--- config.mk ---
export PLATFORM = sky130hd
export DESIGN_NAME = dsp_mac_sequencer
export DESIGN_NICKNAME = d
export VERILOG_FILES = /design/src/rtl/dsp_mac_sequencer.sv
export SDC_FILE = /design/constraint.sdc
export NUM_CORES = 1
export LEC_CHECK = 0
export ABC_AREA = 1
export CORE_MARGIN = 4
export CORE_UTILIZATION = 40
export CTS_CLUSTER_DIAMETER = 200
export DETAILED_ROUTE_END_ITERATION = 12
export PLACE_DENSITY = 0.73
export SLEW_MARGIN = 20
export SYNTH_ARGS = -nofsm -noshare
export SYNTH_HDL_FRONTEND = slang
export SYNTH_SLANG_ARGS = --single-unit
--- constraint.sdc ---
create_clock -name clk -period 2.4 [get_ports clk]
set_clock_uncertainty 0.15 [all_clocks]
set_input_delay 0.48 -clock clk [delete_from_list [all_inputs] [get_ports clk]]
set_output_delay 0.48 -clock clk [all_outputs]
set_load 0.01 [all_outputs]
--- src/rtl/dsp_mac_sequencer.sv ---
// dsp_mac_sequencer: feeds a pipelined DSP slice to form signed dot products.
// Ports: clk, RST_N; in_valid/in_ready/in_a/in_b/in_last operand beats;
// dsp_a/dsp_b/dsp_opmode/dsp_ce/dsp_p to the slice; out_valid/out_ready/out_p/out_count result.
module dsp_mac_sequencer #(
  parameter int LAT     = 3,
  parameter int OPM_LAG = 1
) (
  input  logic               clk,
  input  logic               RST_N,
  input  logic               in_valid,
  output logic               in_ready,
  input  logic signed [17:0] in_a,
  input  logic signed [17:0] in_b,
  input  logic               in_last,
  output logic signed [17:0] dsp_a,
  output logic signed [17:0] dsp_b,
  output logic [7:0]         dsp_opmode,
  output logic               dsp_ce,
  input  logic [47:0]        dsp_p,
  output logic               out_valid,
  input  logic               out_ready,
  output logic [47:0]        out_p,
  output logic [15:0]        out_count
);

  localparam logic [7:0] OP_FIRST = 8'h01;
  localparam logic [7:0] OP_NEXT  = 8'h09;
  localparam logic [7:0] OP_BUBL  = 8'h08;

  typedef enum logic [1:0] {
    IDLE, ACCUM, DRAIN, DONE
  } state_t;

  state_t state, state_nxt;

  logic           live;
  logic           acc;
  logic           last_acc;
  logic           first;
  logic           cap;
  logic [7:0]     op_nxt;
  logic [7:0]     slot_op;
  logic [7:0]     opm_dl [OPM_LAG];
  logic           slot_vld;
  logic           slot_last;
  logic [LAT-1:0] tag_vld;
  logic [LAT-1:0] tag_last;
  logic [15:0]    cnt;
  logic [15:0]    cnt_nxt;

  assign acc        = in_valid & in_ready;
  assign last_acc   = acc & in_last;
  assign first      = (state == IDLE);
  // slot tag rides with dsp_a, so the exit edge sees the slot's settled P
  assign cap        = tag_vld[LAT-1] & tag_last[LAT-1];
  assign dsp_ce     = RST_N;
  assign dsp_opmode = opm_dl[OPM_LAG-1];

  always_ff @(posedge clk or negedge RST_N) begin
    if (!RST_N) begin
      state <= IDLE;
      live  <= 1'b0;
    end else begin
      state <= state_nxt;
      live  <= 1'b1;
    end
  end

  always_comb begin
    state_nxt = state;
    unique case (state)
      IDLE: begin
        if (last_acc)  state_nxt = DRAIN;
        else if (acc)  state_nxt = ACCUM;
      end
      ACCUM: begin
        if (last_acc)  state_nxt = DRAIN;
      end
      DRAIN: begin
        if (cap)       state_nxt = DONE;
      end
      DONE: begin
        if (out_ready) state_nxt = IDLE;
      end
    endcase
  end

  always_comb begin
    in_ready  = live & ((state == IDLE) | (state == ACCUM));
    out_valid = (state == DONE);
  end

  always_comb begin
    op_nxt = OP_BUBL;
    unique case (1'b1)
      acc & first:  op_nxt = OP_FIRST;
      acc & !first: op_nxt = OP_NEXT;
      default:      op_nxt = OP_BUBL;
    endcase
  end

  always_comb begin
    cnt_nxt = cnt + 16'd1;
    if (first)     cnt_nxt = 16'd1;
    else if (&cnt) cnt_nxt = cnt;
  end

  always_ff @(posedge clk or negedge RST_N) begin
    if (!RST_N) begin
      dsp_a     <= '0;
      dsp_b     <= '0;
      slot_op   <= '0;
      slot_vld  <= 1'b0;
      slot_last <= 1'b0;
      tag_vld   <= '0;
      tag_last  <= '0;
      cnt       <= '0;
      out_count <= '0;
      out_p     <= '0;
      for (int i = 0; i < OPM_LAG; i++) opm_dl[i] <= '0;
    end else begin
      dsp_a       <= acc ? in_a : 18'sd0;
      dsp_b       <= acc ? in_b : 18'sd0;
      slot_op     <= op_nxt;
      slot_vld    <= acc;
      slot_last   <= last_acc;
      tag_vld[0]  <= slot_vld;
      tag_last[0] <= slot_last;
      for (int i = 1; i < LAT; i++) begin
        tag_vld[i]  <= tag_vld[i-1];
        tag_last[i] <= tag_last[i-1];
      end
      opm_dl[0] <= slot_op;
      for (int i = 1; i < OPM_LAG; i++) opm_dl[i] <= opm_dl[i-1];
      if (acc)      cnt       <= cnt_nxt;
      if (last_acc) out_count <= cnt_nxt;
      if (cap)      out_p     <= dsp_p;
    end
  end

endmodule

==> impl.org <==
** Synthesis
- sky130_fd_sc_hd__dfrtp_1 is the most common cell in the netlist.
- Syn_area_per_cell :: 10.52 um2
- During synthesis, Yosys emitted a total of 0 warnings.
- The number of different library cells used by synthesis comes to 27.
- The top cell type by area accounts for 61.23% of the synthesized area.
- Cells taking the most area after synthesis :: sky130_fd_sc_hd__dfrtp_1 (61%), sky130_fd_sc_hd__mux2_2 (10%), sky130_fd_sc_hd__nand2_1 (7.0%), sky130_fd_sc_hd__inv_1 (4.1%), sky130_fd_sc_hd__nor2_1 (3.8%)
- Summing every instance area after synthesis gives 0.005354 mm2.
- Yosys top cell by area :: sky130_fd_sc_hd__dfrtp_1
- Synth async-reset ratio :: 100.0%
- Sequential elements use 61.23% of the synthesized area.
- Counting flops with a built-in enable in the synthesized netlist gives 0.
- Post-Syn Instances :: 509
- Top FF cell, synth :: sky130_fd_sc_hd__dfrtp_1
- In this run, synthesis produced a sequential element count of 131.
- Counting instances in the post-synthesis netlist gives the leading cell types as sky130_fd_sc_hd__dfrtp_1 (131), sky130_fd_sc_hd__nand2_1 (100), sky130_fd_sc_hd__inv_1 (59).

** Worst setup path
- The slowest stage of the critical path is the sky130_fd_sc_hd__dfrtp_1 cell.
- The critical path is of the flop to primary output type.
- The critical path goes through inv_2, ha_1, o21a_1, dlygate4sd2_1.
- Counting buffers and inverters, the worst setup path is 4 cells deep.
- Data arrival, critical path :: 1.57 ns
- At the worst endpoint, the required time is 1.77 ns.
- Together, buffers and inverters on the worst path number 2.
- Counting cells, the worst reg-to-reg path comes to 10.
- STA classifies the critical path startpoint as a flop.
- In this design, the stage delay of the slowest critical-path cell is 0.40 ns.
- Among cell families on the critical path, the largest total delay comes from flip-flops.
- Endpoint type of the worst setup path :: primary output
- Along the worst path, the maximum fanout reaches 4.

** GRT
- GRT overflow :: 0
- Antenna violations before repair :: 0
- Overall Global Routing Usage :: 17.87%
- The number of global-route vias before repair came to 4120.
- Largest net degree at the start of global routing :: 132
- Global-route wire length before repair :: 20.87 mm

** Floorplanning
- Once the floorplan was initialized, standard cells occupied 40.59% of the core.
- The floorplan step defined a core boundary enclosing 0.01319 mm2.
- In this run the core area contains 42 standard-cell rows.
- Horiz. Die Dim :: 123.7 um
- The die covers 0.01530 mm2.
- 200 I/O pins were placed.
- Y dimension of the die :: 123.7 um

** Timing
- Total count of hold-check failures in the final report :: 0
- Achievable clock frequency :: 453.6 MHz
- Sum Neg Setup Slack :: 0 ns
- The final critical path takes up 91.86% of the cycle.
- Headroom to the max-slew limit :: 55.01%
- Counting I/O delays and the setup requirement, the final critical path takes 2.205 ns.
- The max-slew violation count was 0.
- Number of endpoints failing setup at the final stage :: 0
- Slew @ Worst Pin :: 0.6748 ns
- RSZ-0062 raised after global routing :: false

** CTS
- Clock transition time at the flip-flop clock pins of the worst setup and hold paths :: 0.05 ns
- Clock tree from TritonCTS :: built
- Sink count of the clock tree :: 131
- Buffer cell driving the clock tree root :: sky130_fd_sc_hd__clkbuf_16
- The number of clock buffers added by TritonCTS is 17.
- Setup Buffers After CTS :: 0
- Max Root-Sink Buffers :: 2
- For the worst-skew pair, the clock arrives at the later sink with an insertion delay of 0.41 ns.
- The H-tree was split into 4 levels.

** Final layout
- Diode count :: 0
- After filler insertion, the fill cell instance count of the layout stands at 1096.
- Synthesis-to-finish area growth :: 50.97%
- The final layout contains 802 nets.
- Fraction of layout instances using a drive strength above 1 :: 14.86%
- Fin cells :: 896

** Place
- Half-perimeter wire length after detailed placement :: 9.909 mm
- Final Wtd Congestion :: 0.8699
- Cells after DPL :: 864
- Buffers added on ports :: 193

** Power and ir drop
- Leakage power of the design :: 3.845 nW
- Power density normalized to cell area :: 1082 mW/mm2
- IR analysis of the VDD net gives a maximum drop of 477.8 uV.
- Overall power consumption after layout is estimated at 8.745 mW.

** Routing
- DRT iter0 DRCs :: 251
- WL/cell :: 15.11 um
- Via-to-Cell Ratio :: 4.616
- The routed design has 13.54 mm of wire.
- Pre-Repair DR Iteration Count :: 4
- The detail route stage leaves a number of antenna-violating nets equal to 0.
- DRC violations left :: 0
- Vias :: 4136

** Job
- Max-cap check violation count :: 0

** Run status
- The flow ran to the end, and the final reports show no timing, DRC or antenna violations.

** Hold path
- Min-Delay Path Class :: primary input to async pin
[logic make-up after synthesis]
| kind of cell | after synthesis | synth area share, % |
|---|---|---|
| flip-flops | 131 | 61.23 |
| adder cells (fa/ha/maj) | 6 | 1.402 |
| other | 2 | 0.1403 |
| XOR/XNOR | 2 | 0.3272 |
| multiplexers | 49 | 10.28 |
| AO/OA/AOI/OAI | 17 | 1.706 |
| AND/OR/NAND/NOR | 213 | 17.67 |
| buffers and inverters | 89 | 7.245 |
[layer usage]
metal / vias to the layer above / GRT usage (%) / routed length, um
li1: 1981 / - / -
met5: - / 0 / 0
met3: 21 / 5.359 / 1135
met1: 1969 / 20.86 / 5379
met4: 0 / 7.751 / 222
met2: 165 / 30.48 / 6804
[metrics by stage]
step,cell area (um2),util [%],setup WS (ns),hold WS (ns)
after CTS,8083,61.28,0.1659,0.04685
after detailed placement,7451,56.49,0.2657,0.1847
after floorplan,5373,-,0.6311,0.03441
after global routing,8083,61.28,0.1084,0.06810
final,8083,61.28,0.1953,0.02359
after global placement,7451,56.49,0.3189,0.1817
[cell type report]
class	count	area, um2	area share [%]
clock inverters	9	152.6	1.889
repair buffers	199	2002	24.77
multi-input cells	294	1722	21.30
inverters	64	240.2	2.972
flip-flops and latches	131	3278	40.56
well taps	176	220.2	2.724
clock buffers	23	467.9	5.789
[state kept, by name (all words and copies together) (netlist names)]
signal / flops
dsp_b: 18
slot_op: 2
tag_vld: 3
state: 2
live: 1
out_count: 16
dsp_opmode: 2
tag_last: 3
out_p: 48
dsp_a: 18
slot_vld: 1
slot_last: 1
cnt: 16
[worst paths after layout]
| path | from | to | slack, ns |
|---|---|---|---|
| worst max-delay path | state[1]$_DFFE_PN0P_ | in_ready | 0.20 |
| worst min-delay path | RST_N | out_p[2]$_DFFE_PN0P_ | 0.02 |
| worst max register to register | cnt[0]$_DFFE_PN0N_ | out_count[0]$_DFFE_PN0P_ | 0.51 |
| worst min register to register | slot_op[0]$_DFF_PN0_ | dsp_opmode[0]$_DFF_PN0_ | 0.19 |
| max in group asynchronous | RST_N | dsp_b[15]$_DFF_PN0_ | 1.59 |
| min in group clk | slot_op[0]$_DFF_PN0_ | dsp_opmode[0]$_DFF_PN0_ | 0.19 |
[placed cells by master (no fill, tap or decap), drive strengths merged, types with 3 or more instances in the layout]
| cell type | netlist | routed |
|---|---|---|
| bufinv | 0 | 4 |
| dfrtp | 131 | 131 |
| ha | 6 | 6 |
| inv | 64 | 64 |
| mux2 | 48 | 48 |
| buf | 20 | 7 |
| o21ai | 14 | 14 |
| nand2 | 103 | 103 |
| nand3 | 44 | 44 |
| nand4 | 7 | 7 |
| clkinvlp | 0 | 3 |
| nor2 | 57 | 57 |
| conb | 2 | 7 |
| clkdlybuf4s50 | 0 | 191 |
| clkbuf | 5 | 23 |
[worst reg2reg max path: cells and delay by family, from the launching register on]
kind	cells	cell delay, ns
DFF	1	0.41
and+or+nand+nor	8	0.78
buffers and inverters	1	0.15
adders and majority gates	1	0.29
[power by group]
group	switching, mW	leakage [nW]	total, mW	internal [mW]
registers	0.344	1.68	3.21	2.86
clock network	0.898	0.293	2.69	1.79
logic	1.24	1.87	2.85	1.61
total	2.48	3.84	8.74	6.26
[timing repair]
action                                  CTS  global route
hold buffers                              0             0
endpoints found under the setup margin    1             0
resized for setup                         5             0
(Power assumes the default switching activity.)
